--- src/rtl/bigblade_clk_pkg.sv ---
// Shared types for the BigBlade clock downsampler: per-channel config record and
// apply-boundary encoding. Latency/backpressure: n/a (types only).
`ifndef BIGBLADE_CLK_DS_CFG_S
`define BIGBLADE_CLK_DS_CFG_S(w) struct packed { logic en; logic [(w)-1:0] ds; }
`endif

package bigblade_clk_pkg;

    typedef enum logic [1:0] {
        BND_NONE = 2'd0,
        BND_FALL = 2'd1,
        BND_IDLE = 2'd2,
        BND_SYNC = 2'd3
    } bigblade_clk_bnd_e;

    // Channel-select width always leaves room for at least one out-of-range code.
    function automatic int unsigned chan_sel_width(input int unsigned n);
        return $clog2(n + 1);
    endfunction

endpackage

--- src/rtl/bigblade_clk_ds_chan.sv ---
// One divided-clock channel with a one-deep shadow config applied only at safe boundaries.
// Latency: config lands 1 cycle after write, applies at next boundary; backpressure via o_pending.
module bigblade_clk_ds_chan
    import bigblade_clk_pkg::*;
#(
    parameter int ds_width_p = 6,
    parameter int reset_ds_p = 0,
    parameter int reset_en_p = 1
) (
    input  logic                  i_clk,
    input  logic                  i_reset,
    input  logic                  i_sync,
    input  logic                  i_cfg_we,
    input  logic [ds_width_p-1:0] i_cfg_ds,
    input  logic                  i_cfg_en,
    output logic                  o_clk,
    output logic                  o_pending
);

    typedef `BIGBLADE_CLK_DS_CFG_S(ds_width_p) bigblade_clk_ds_cfg_s;

    bigblade_clk_ds_cfg_s  r_shadow;
    logic [ds_width_p-1:0] r_cnt;
    logic [ds_width_p-1:0] r_ds;
    logic                  r_clk;
    logic                  r_en;
    logic                  r_pending;
    logic                  w_hit;
    logic                  w_apply;
    bigblade_clk_bnd_e     w_bnd;

    assign w_hit = (r_cnt == r_ds);

    // Only these points can take new settings without shortening a high phase
    // (sync is the deliberate exception).
    always_comb begin
        w_bnd = BND_NONE;
        if (i_sync) begin
            w_bnd = BND_SYNC;
        end else if (!r_en) begin
            w_bnd = BND_IDLE;
        end else if (r_clk && w_hit) begin
            w_bnd = BND_FALL;
        end
    end

    assign w_apply = r_pending && (w_bnd != BND_NONE);

    always_ff @(posedge i_clk) begin
        if (i_reset) begin
            r_cnt       <= '0;
            r_clk       <= 1'b0;
            r_ds        <= ds_width_p'(reset_ds_p);
            r_en        <= (reset_en_p != 0);
            r_pending   <= 1'b0;
            r_shadow.en <= 1'b0;
            r_shadow.ds <= '0;
        end else begin
            if (i_sync || !r_en) begin
                r_cnt <= '0;
                r_clk <= 1'b0;
            end else if (w_hit) begin
                r_cnt <= '0;
                r_clk <= ~r_clk;
            end else begin
                r_cnt <= r_cnt + 1'b1;
            end

            if (w_apply) begin
                r_ds      <= r_shadow.ds;
                r_en      <= r_shadow.en;
                r_pending <= 1'b0;
            end else if (i_cfg_we) begin
                r_shadow.ds <= i_cfg_ds;
                r_shadow.en <= i_cfg_en;
                r_pending   <= 1'b1;
            end
        end
    end

    assign o_clk     = r_clk;
    assign o_pending = r_pending;

endmodule

--- src/rtl/bigblade_clk_ds_multi.sv ---
// Multi-channel root-clock downsampler with shared config port and global disable/realign.
// Latency: disable 1 cycle; backpressure: cfg_ready_o low while target channel has a pending config.
module bigblade_clk_ds_multi
    import bigblade_clk_pkg::*;
#(
    parameter int num_chan_p = 4,
    parameter int ds_width_p = 6,
    parameter int reset_ds_p = 0,
    parameter int reset_en_p = 1,
    localparam int chan_w_lp = chan_sel_width(num_chan_p)
) (
    input  logic                  clk_i,
    input  logic                  reset_i,
    input  logic                  cfg_v_i,
    output logic                  cfg_ready_o,
    input  logic [chan_w_lp-1:0]  cfg_chan_i,
    input  logic [ds_width_p-1:0] cfg_ds_i,
    input  logic                  cfg_en_i,
    input  logic                  sync_i,
    input  logic                  output_disable_i,
    output logic [num_chan_p-1:0] clk_o,
    output logic [num_chan_p-1:0] pending_o
);

    logic                  r_disable;
    logic [num_chan_p-1:0] w_clk;
    logic [num_chan_p-1:0] w_we;

    // Out-of-range channel codes stay ready so the request is swallowed.
    always_comb begin
        cfg_ready_o = 1'b1;
        w_we        = '0;
        for (int i = 0; i < num_chan_p; i++) begin
            if (cfg_chan_i == chan_w_lp'(i)) begin
                cfg_ready_o = ~pending_o[i];
                w_we[i]     = cfg_v_i & ~pending_o[i];
            end
        end
    end

    for (genvar g = 0; g < num_chan_p; g++) begin : g_chan
        bigblade_clk_ds_chan #(
            .ds_width_p (ds_width_p),
            .reset_ds_p (reset_ds_p),
            .reset_en_p (reset_en_p)
        ) u_chan (
            .i_clk     (clk_i),
            .i_reset   (reset_i),
            .i_sync    (sync_i),
            .i_cfg_we  (w_we[g]),
            .i_cfg_ds  (cfg_ds_i),
            .i_cfg_en  (cfg_en_i),
            .o_clk     (w_clk[g]),
            .o_pending (pending_o[g])
        );
    end

    always_ff @(posedge clk_i) begin
        if (reset_i) begin
            r_disable <= 1'b0;
        end else begin
            r_disable <= output_disable_i;
        end
    end

    assign clk_o = w_clk & ~{num_chan_p{r_disable}};

endmodule

--- config.mk ---
export PLATFORM = sky130hd
export DESIGN_NAME = bigblade_clk_ds_multi
export DESIGN_NICKNAME = d
export VERILOG_FILES = /design/src/rtl/bigblade_clk_pkg.sv /design/src/rtl/bigblade_clk_ds_chan.sv /design/src/rtl/bigblade_clk_ds_multi.sv
export SDC_FILE = /design/constraint.sdc
export NUM_CORES = 1
export LEC_CHECK = 0
export ABC_AREA = 1
export CORE_MARGIN = 2
export CORE_UTILIZATION = 24
export DETAILED_ROUTE_END_ITERATION = 10
export SKIP_LAST_GASP = 1
export SYNTH_ARGS = -nofsm -noshare
export SYNTH_HDL_FRONTEND = slang
export SYNTH_SLANG_ARGS = --single-unit
export TNS_END_PERCENT = 30
--- constraint.sdc ---
create_clock -name clk_i -period 1.5 [get_ports clk_i]
set_input_delay 0.3 -clock clk_i [delete_from_list [all_inputs] [get_ports clk_i]]
set_output_delay 0.3 -clock clk_i [all_outputs]
set_load 0.1 [all_outputs]
==> flow_metrics.py, run 1 <==
metrics = {
    "power_and_ir_drop": {
        "pwr_density_cell_nw_per_um2": 1130,
        "leakage_nw": 2.06,
        "total_power_mw": 5.80,
        "ir_drop_mv": 0.499,
    },
    "yosys": {
        "synth-edff-count": 0,
        "async_flop_share_pct": 0,
        "synthFlopType": "dfxtp_1",
        "synth_cells": 573,
        "synth.distinct_cells": 24,
        "synth_area_sq_um": 4030,
        "avgSynthCellArea_sq_um": 7.02,
        "ys_ff_latch": 89,
        "synth_seq_area_share_pct": 44.3,
        "synth_fp_nets": 592,
        "yosys_warnings": 0,
    },
    "sta": {
        "fin_crit_ns": 1.70,
        "fmax_ghz": 0.589,
        "rsz0062_at_grt": "true",
        "slew_viol_final": 0,
        "worstMarginPinSlew_ns": 0.303,
        "finalHoldViolCount": 0,
        "finClkSkew_ns": 0.00550,
        "setup_viol": 8,
        "max-slew-margin-rel_pct": 79.6,
        "fin_ws_ns": -0.198,
        "setup_tns_ns": -0.503,
        "min_period_over_period_pct": 113,
    },
    "clock_network": {
        "clock-sinks": 89,
        "root_buffer": "clkbuf_16",
        "ctsHtreeMaxLevel": 3,
        "clkSlewWorstSetupHoldPaths_ns": 0.06,
        "numCtsBuffers": 9,
        "cts_tree": "yes",
        "cts_buffer_depth": 2,
        "worstSkewPairLatency_ns": 0.34,
        "hold_buffers": 0,
    },
    "cells_and_area": {
        "drive_gt1_share_pct": 15.1,
        "area_delta_synth_final_pct": 27.5,
        "layout_commonest_cell": "nand2_1",
        "nets": 636,
        "diodes": 0,
        "layout_common_cells": "nand2_1 (111), inv_1 (87), dfxtp_1 (82)",
    },
    "status": {
        "outcome": "finished, violations left",
        "violations": "negative setup slack",
    },
    "floorplan": {
        "die_h_um": 134,
        "initial_utilization_pct": 24.4,
        "rows": 47,
        "core_sq_um": 16500,
        "design.portCount": 24,
        "die_area_sq_um": 17800,
        "dieWidth_um": 134,
    },
    "worst_setup_path": {
        "arrival_ns": 1.40,
        "cp-startpoint": "g_chan[0].u_chan.o_pending$_SDFFE_PP0P_",
        "cp_cell_sequence": "inv_2 > nor2_1 > o21ai_1 > a21oi_1 > o21ai_2 > buf_12",
        "cp_max_fo": 2,
        "end_kind": "output port",
        "slowest_stage": "dfxtp_2",
        "critPathRequiredTime_ns": 1.20,
        "timing.rr.start": "g_chan[1].u_chan.o_pending$_SDFFE_PP0P_",
        "critical_path.max_stage_delay_ns": 0.32,
        "worstSetupPathType": "reg2out",
        "critPathLaunchType": "register",
    },
    "global_route": {
        "grt-ovfl-total": 0,
        "grt_pass1_wl_mm": 15.0,
        "grt_max_degree": 30,
        "first_global_vias": 3119,
        "grt_usage_pct": 10.5,
        "antenna_found_initial": 0,
    },
    "route": {
        "drc_errors": 0,
        "ant_nets": 0,
        "drtPass1Iterations": 6,
        "via_per_inst": 4.07,
        "drt-initial-drc-count": 126,
        "wl_mm": 8.70,
        "vias": 3426,
        "wl_per_cell_um": 10.3,
    },
    "job": {
        "drv_cap": 0,
    },
    "placed_design": {
        "dp_hpwl_mm": 6.13,
        "routabilityCongestion": 0.741,
        "port_buffers": 23,
    },
    "min_path": {
        "hold_path.class": "reg2reg",
        "worstHoldStart": "g_chan[1].u_chan.r_cnt[0]$_SDFF_PP0_",
    },
}
[per-layer routing]
metal,routed length [um],global-route usage [%],up-vias
li1,-,-,1870
met4,176,5.32,0
met3,271,1.14,11
met5,0,0,-
met1,4540,15.2,1494
met2,3710,15.6,51
[cell families after synthesis]
| kind of cell | count (synthesis) | synth area share, % |
|---|---|---|
| compound gates | 92 | 11.9 |
| flops | 89 | 44.3 |
| buf+inv | 119 | 12.8 |
| xor+xnor | 12 | 2.61 |
| simple gates | 257 | 27.2 |
| fa+ha+maj | 4 | 1.24 |
[synthesized netlist by cell type, types with 6 or more instances]
| library cell | count | area share (%) |
|---|---|---|
| a21oi_1 | 52 | 6.5 |
| nand2_1 | 111 | 10 |
| nor2_1 | 80 | 7.5 |
| clkbuf_1 | 6 | 0.56 |
| xor2_1 | 12 | 2.6 |
| nand3_1 | 45 | 5.6 |
| nor3b_1 | 7 | 1.3 |
| inv_1 | 90 | 8.4 |
| buf_2 | 9 | 1.1 |
| dfxtp_1 | 89 | 44 |
| o21ai_0 | 31 | 3.9 |
[stage by stage]
stage	cell area, sq um	worst slack (ns)	hold WS [ns]	utilization, %	cells
2_1_floorplan	4030	-0.409	0.371	-	573
3_3_place_gp	4710	-0.512	0.440	28.6	818
3_5_place_dp	4710	-0.534	0.444	28.6	818
4_1_cts	5090	-0.260	0.453	30.9	839
5_1_grt	5130	-0.267	0.456	31.2	842
6_report	5130	-0.198	0.444	31.2	842
[worst max-delay path: cells and delay by family, from the launching register on]
kind | cells | cell delay, ns
DFF | 1 | 0.32
and+or+nand+nor | 1 | 0.03
AOI/OAI and AO/OA | 3 | 0.44
buffers and inverters | 2 | 0.26
[final cells by class]
type | count | area, sq um
well taps | 220 | 275
clock buffers | 10 | 239
multi-input cells | 366 | 1760
clock inverters | 6 | 105
fillers | 1803 | 11300
repair buffers | 58 | 611
flip-flops and latches | 89 | 1790
inverters | 93 | 349
[flip-flops by register name, indices dropped and copies added, names as in the netlist]
name,flops
g_chan.u_chan.o_clk,4
g_chan.u_chan.r_en,4
g_chan.u_chan.r_ds,24
g_chan.u_chan.o_pending,4
g_chan.u_chan.r_shadow,28
r_disable,1
g_chan.u_chan.r_cnt,24
[path summary, 6_finish.rpt]
path                                                                   to  slack [ns]  cells past startpoint
worst min register to register       g_chan[1].u_chan.r_cnt[0]$_SDFF_PP0_        0.44                      1
worst max-delay path                                          cfg_ready_o       -0.20                      6
worst max register to register  g_chan[1].u_chan.r_shadow[4]$_SDFFE_PP0P_       -0.06                     11
worst min-delay path                 g_chan[1].u_chan.r_cnt[0]$_SDFF_PP0_        0.44                      1
[report_power, final]
part	leakage, nW	switching, mW	internal, mW
sequential	0.726	0.0446	2.44
combinational	1.16	0.442	0.264
clock	0.172	0.943	1.66
total	2.06	1.43	4.37
[timing repair]
item,4_1_cts,5_1_grt
gates cloned,0,1
pin swaps,7,5
setup buffers,5,2
endpoints found under the setup margin,3,39
gates resized for setup,13,14
(Power assumes the default switching activity.)
==> run 2, diff against run 1 <==
CORE_UTILIZATION = 50   (was 24)
CTS_BUF_LIST = sky130_fd_sc_hd__clkbuf_4 sky130_fd_sc_hd__clkbuf_8   (was unset)
PLACE_DENSITY = 0.69   (was unset)
clock period = 1.95 ns   (was 1.5 ns; I/O delays follow)
==> flow_metrics.py, run 2 (same netlist as run 1, synthesis figures left out) <==
metrics = {
    "status": {
        "outcome": "completed",
    },
    "power_and_ir_drop": {
        "total_power_mw": 3.57,
        "pwr_density_cell_nw_per_um2": 771,
        "ir_drop_mv": 0.412,
        "leakage_nw": 1.87,
    },
    "placed_design": {
        "dp_hpwl_mm": 5.77,
        "placed_cells": 688,
        "port_buffers": 23,
        "routabilityCongestion": 0.818,
    },
    "global_route": {
        "grt_usage_pct": 19.8,
        "antenna_found_initial": 0,
        "grt-ovfl-total": 0,
        "grt_pass1_wl_mm": 13.9,
        "first_global_vias": 3219,
        "grt_max_degree": 30,
    },
    "cells_and_area": {
        "layout_common_cells": "nand2_1 (111), inv_1 (89), dfxtp_1 (89)",
        "largest_register": "g_chan.u_chan.r_shadow",
        "area_delta_synth_final_pct": 15.0,
        "diodes": 0,
        "fin_cells": 704,
        "largest_reg_flops": 28,
        "drive_gt1_share_pct": 10.1,
        "multi_input_area_sq_um": 1740,
        "reg_top3": "g_chan.u_chan.r_shadow x28, g_chan.u_chan.r_cnt x24, g_chan.u_chan.r_ds x24",
        "utilization_pct": 59.6,
        "layout_commonest_cell": "nand2_1",
        "n_fill_cell": 739,
        "seq_area_sq_um": 1780,
        "nets": 616,
    },
    "sta": {
        "worstMarginPinSlew_ns": 0.382,
        "setup_viol": 0,
        "slew_viol_final": 0,
        "fmax_ghz": 0.545,
        "finClkSkew_ns": 0.00580,
        "min_period_over_period_pct": 94.0,
        "fin_crit_ns": 1.83,
        "max-slew-margin-rel_pct": 74.5,
        "setup_tns_ns": 0,
        "rsz0062_at_grt": "false",
        "finalHoldViolCount": 0,
        "holdWs_ns": 0.453,
    },
    "floorplan": {
        "design.portCount": 24,
        "initial_utilization_pct": 51.8,
        "die_h_um": 93.7,
        "core_sq_um": 7770,
        "die_area_sq_um": 8780,
        "rows": 32,
        "dieWidth_um": 93.7,
    },
    "route": {
        "wl_per_cell_um": 11.4,
        "via_per_inst": 4.90,
        "drtPass1Iterations": 4,
        "drc_errors": 0,
        "vias": 3447,
        "wl_mm": 8.04,
        "drt-initial-drc-count": 172,
        "ant_nets": 0,
    },
    "clock_network": {
        "worstSkewPairLatency_ns": 0.35,
        "cts_tree": "yes",
        "cts_buffer_depth": 2,
        "clkSlewWorstSetupHoldPaths_ns": 0.08,
        "root_buffer": "clkbuf_8",
        "numCtsBuffers": 9,
        "ctsHtreeMaxLevel": 3,
        "clock-sinks": 89,
    },
    "worst_setup_path": {
        "worstSetupPathType": "in2out",
        "end_kind": "output port",
        "critPathRequiredTime_ns": 1.56,
        "arrival_ns": 1.44,
        "critPathLaunchType": "input port",
        "cp_max_fo": 3,
    },
    "min_path": {
        "hold_path.class": "reg2reg",
    },
    "job": {
        "drv_cap": 0,
    },
}
## run 2: cell count changes in the layout (fill, tap and decap cells not counted), moves of 3 or more
cell / previous run / this run
buf_4: 32 / 15
bufinv_16: 3 / 0
clkbuf_16: 9 / 0
clkbuf_8: 1 / 10
dfxtp_1: 82 / 89
dfxtp_2: 6 / 0
nor2_1: 74 / 78
nor2_2: 6 / 2
## run 2: layout make-up
type	count	share of cell area, %
sequential	89	38.5
multi-input combinational	365	37.7
timing repair buffer	39	9.57
inverter	93	7.54
clock buffer	12	3.30
tap	102	2.76
clock inverter	4	0.622
## run 2: critical path: stages
cell	delay, ns
clkdlybuf4s15_1	0.23
buf_4	0.17
nor3_2	0.26
nand2_1	0.10
o21ai_2	0.09
buf_12	0.19
## run 2: per-stage QoR
| step | setup slack, ns | cell area [sq um] |
|---|---|---|
| 2_1_floorplan | -0.0495 | 4030 |
| 3_3_place_gp | -0.107 | 4450 |
| 3_5_place_dp | -0.150 | 4450 |
| 4_1_cts | 0.0390 | 4620 |
| 5_1_grt | 0.0184 | 4630 |
| 6_report | 0.116 | 4630 |
## run 2: per-layer routing
layer | up-vias | track usage (%) | share of wire [%]
li1 | 1824 | - | -
met1 | 1565 | 27.2 | 50
met2 | 47 | 32.0 | 46
met3 | 11 | 2.97 | 3.3
met4 | 0 | 6.88 | 1.3
met5 | - | 0 | 0
## run 2: what timing repair did
action                                 in CTS  in global routing
endpoints found under the hold margin       0                  0
resized for setup                           4                  7
pin swaps                                   4                  3
setup buffers                               0                  0
hold buffers                                0                  0
setup endpoints to repair                   1                  1
## run 2: path summary, 6_finish.rpt
check / startpoint / to / slack, ns / cells past startpoint
max: cfg_chan_i[2] / cfg_ready_o / 0.12 / 6
min: g_chan[0].u_chan.r_shadow[3]$_SDFFE_PP0P_ / g_chan[0].u_chan.r_shadow[3]$_SDFFE_PP0P_ / 0.45 / 2
max reg2reg: g_chan[0].u_chan.r_cnt[0]$_SDFF_PP0_ / g_chan[0].u_chan.r_ds[5]$_SDFFE_PP0P_ / 0.48 / 9
min reg2reg: g_chan[0].u_chan.r_shadow[3]$_SDFFE_PP0P_ / g_chan[0].u_chan.r_shadow[3]$_SDFFE_PP0P_ / 0.45 / 2
## run 2: power by group
group / internal (mW) / total (mW) / switching, mW
logic: 0.177 / 0.502 / 0.325
registers: 1.87 / 1.91 / 0.0354
clock network: 0.527 / 1.16 / 0.631
==> run 3, diff against run 2 <==
ABC_AREA = unset   (was 1)
CORE_ASPECT_RATIO = 1.1   (was unset)
==> flow_metrics.py, run 3 <==
metrics = {
    "yosys": {
        "synth_cells": 398,
        "async_flop_share_pct": 0,
        "yosys-top-cells-count": "dfxtp_1 (89), nor2_1 (60), mux2i_1 (52), nand2b_1 (49), xnor2_1 (32)",
        "synthFlopType": "dfxtp_1",
        "yosysTopAreaCell": "dfxtp_1",
        "synth-edff-count": 0,
        "synth_area_sq_um": 3910,
        "avgSynthCellArea_sq_um": 9.82,
        "synth.distinct_cells": 29,
        "synth_seq_area_share_pct": 45.6,
        "synth_top_area_share_pct": 45.6,
        "synth.most_common_cell": "dfxtp_1",
        "synthTopCellsByArea": "dfxtp_1 (46%), mux2i_1 (13%), nand2b_1 (7.8%)",
        "ys_ff_latch": 89,
        "yosys_warnings": 0,
        "synth_fp_nets": 417,
    },
    "sta": {
        "finClkSkew_ns": 0.0176,
        "slew_viol_final": 0,
        "rsz0062_at_grt": "false",
        "setup_tns_ns": 0,
        "finalHoldViolCount": 0,
        "max-slew-margin-rel_pct": 62.8,
        "worstMarginPinSlew_ns": 0.557,
        "fmax_ghz": 0.534,
        "fin_crit_ns": 1.87,
        "setup_viol": 0,
        "min_period_over_period_pct": 96.0,
    },
    "floorplan": {
        "core_sq_um": 7510,
        "rows": 33,
        "design.portCount": 24,
        "die_area_sq_um": 8540,
        "initial_utilization_pct": 52.0,
        "die_h_um": 96.7,
        "dieWidth_um": 88.3,
    },
    "worst_setup_path": {
        "cp_max_fo": 3,
        "arrival_ns": 1.48,
        "critical_path.max_stage_delay_ns": 0.47,
        "worst-path-buf-inv": 1,
        "path_delay_family": "multiplexers",
        "worstSetupPathType": "reg2out",
        "critPathRequiredTime_ns": 1.56,
        "end_kind": "output port",
        "critPathLaunchType": "register",
        "cp_cell_sequence": "mux4_2 > nand2b_1 > buf_12",
        "slowest_stage": "mux4_2",
    },
    "cells_and_area": {
        "largest_register": "g_chan.u_chan.r_shadow",
        "postLayoutCellArea_sq_um": 4590,
        "area_delta_synth_final_pct": 17.5,
        "layout_common_cells": "dfxtp_1 (89), nor2_1 (60), mux2i_1 (52)",
        "drive_gt1_share_pct": 12.2,
        "layout_commonest_cell": "dfxtp_1",
        "largest_reg_flops": 28,
        "diodes": 0,
        "reg_top3": "g_chan.u_chan.r_shadow x28, g_chan.u_chan.r_cnt x24, g_chan.u_chan.r_ds x24",
        "nets": 448,
    },
    "route": {
        "wl_mm": 6.99,
        "via_per_inst": 4.92,
        "wl_per_cell_um": 13.0,
        "drc_errors": 0,
        "vias": 2654,
        "ant_nets": 0,
        "drtPass1Iterations": 4,
        "drt-initial-drc-count": 132,
    },
    "clock_network": {
        "cts_tree": "yes",
        "root_buffer": "clkbuf_8",
        "numCtsBuffers": 9,
        "ctsHtreeMaxLevel": 3,
        "clkSlewWorstSetupHoldPaths_ns": 0.10,
        "cts_buffer_depth": 2,
        "postCtsSetupRepairBufs": 0,
        "worstSkewPairLatency_ns": 0.35,
        "clock-sinks": 89,
    },
    "placed_design": {
        "place_area_sq_um": 4390,
        "dp_hpwl_mm": 4.87,
        "routabilityCongestion": 0.710,
        "port_buffers": 23,
    },
    "job": {
        "drv_cap": 0,
    },
    "global_route": {
        "grt_max_degree": 90,
        "grt_usage_pct": 17.4,
        "grt_pass1_wl_mm": 11.7,
        "antenna_found_initial": 0,
        "first_global_vias": 2577,
        "grt-ovfl-total": 0,
    },
    "power_and_ir_drop": {
        "leakage_nw": 1.75,
        "pwr_density_cell_nw_per_um2": 755,
        "ir_drop_mv": 0.497,
    },
    "status": {
        "outcome": "completed",
    },
    "min_path": {
        "hold_path.class": "reg2reg",
    },
}
[run 3: path summary, 6_finish.rpt]
check | from | end | slack (ns) | depth (start not counted)
worst max register to register | g_chan[3].u_chan.r_cnt[3]$_SDFF_PP0_ | g_chan[3].u_chan.r_ds[4]$_SDFFE_PP0P_ | 0.32 | 4
worst min-delay path | g_chan[3].u_chan.r_shadow[5]$_SDFFE_PP0P_ | g_chan[3].u_chan.r_ds[5]$_SDFFE_PP0P_ | 0.46 | 2
worst min register to register | g_chan[3].u_chan.r_shadow[5]$_SDFFE_PP0P_ | g_chan[3].u_chan.r_ds[5]$_SDFFE_PP0P_ | 0.46 | 2
worst max-delay path | g_chan[2].u_chan.o_pending$_SDFFE_PP0P_ | cfg_ready_o | 0.08 | 3
[run 3: layer usage]
layer  global-route usage (%)  up-vias  routed length (um)
li1                         -     1380                   -
met1                     23.6     1233                3440
met2                     27.4       33                3220
met5                        0        -                   0
met3                     3.16        8                 231
met4                     6.64        0                  88
[run 3: report_power, final]
| part | switching, mW | total (mW) | internal, mW |
|---|---|---|---|
| Clock | 0.677 | 1.30 | 0.626 |
| Sequential | 0.0188 | 1.86 | 1.84 |
| Combinational | 0.168 | 0.302 | 0.134 |
| Total | 0.864 | 3.47 | 2.60 |
[run 3: area by class of cell]
type                            instances  area, sq um
Inverter                                8         30.0
Tap cell                              105          131
Sequential cell                        89         1780
Fill cell                             658         2920
Clock inverter                          6         72.6
Multi-Input combinational cell        284         2020
Clock buffer                           10          131
Timing Repair Buffer                   37          430
[run 3: worst min-delay path: cells and delay by family (launching register included)]
family,cells,cell delay [ns]
AND/OR/NAND/NOR,1,0.06
flip-flops,1,0.32
multiplexers,1,0.06
[run 3: metrics by stage]
stage / hold WS [ns] / setup slack, ns / cells / power (mW) / util (%)
global route: 0.489 / 0.0313 / 539 / 3.61 / 61.1
CTS: 0.467 / 0.0603 / 539 / 3.50 / 61.1
floorplan: 0.437 / -0.128 / 398 / 2.09 / -
detailed placement: 0.465 / -0.158 / 523 / 2.21 / 58.4
global placement: 0.454 / -0.147 / 523 / 2.21 / 58.4
finish: 0.461 / 0.0782 / 539 / 3.47 / 61.1
[run 3: cells by family (layout without fill, tap and decap cells)]
family | Yosys count | in the layout | share of synthesized area, %
buffers and inverters | 25 | 61 | 2.94
adders and majority gates | 4 | 4 | 1.28
AOI/OAI and AO/OA | 24 | 24 | 4.99
muxes | 53 | 53 | 13.9
DFF | 89 | 89 | 45.6
and+or+nand+nor | 163 | 163 | 22.4
xor gates and xnor gates | 40 | 40 | 8.96
[run 3: what timing repair did]
action                                  4_1_cts  5_1_grt
hold buffers                                  0        0
gates resized for setup                       2        0
endpoints found under the setup margin        1        0
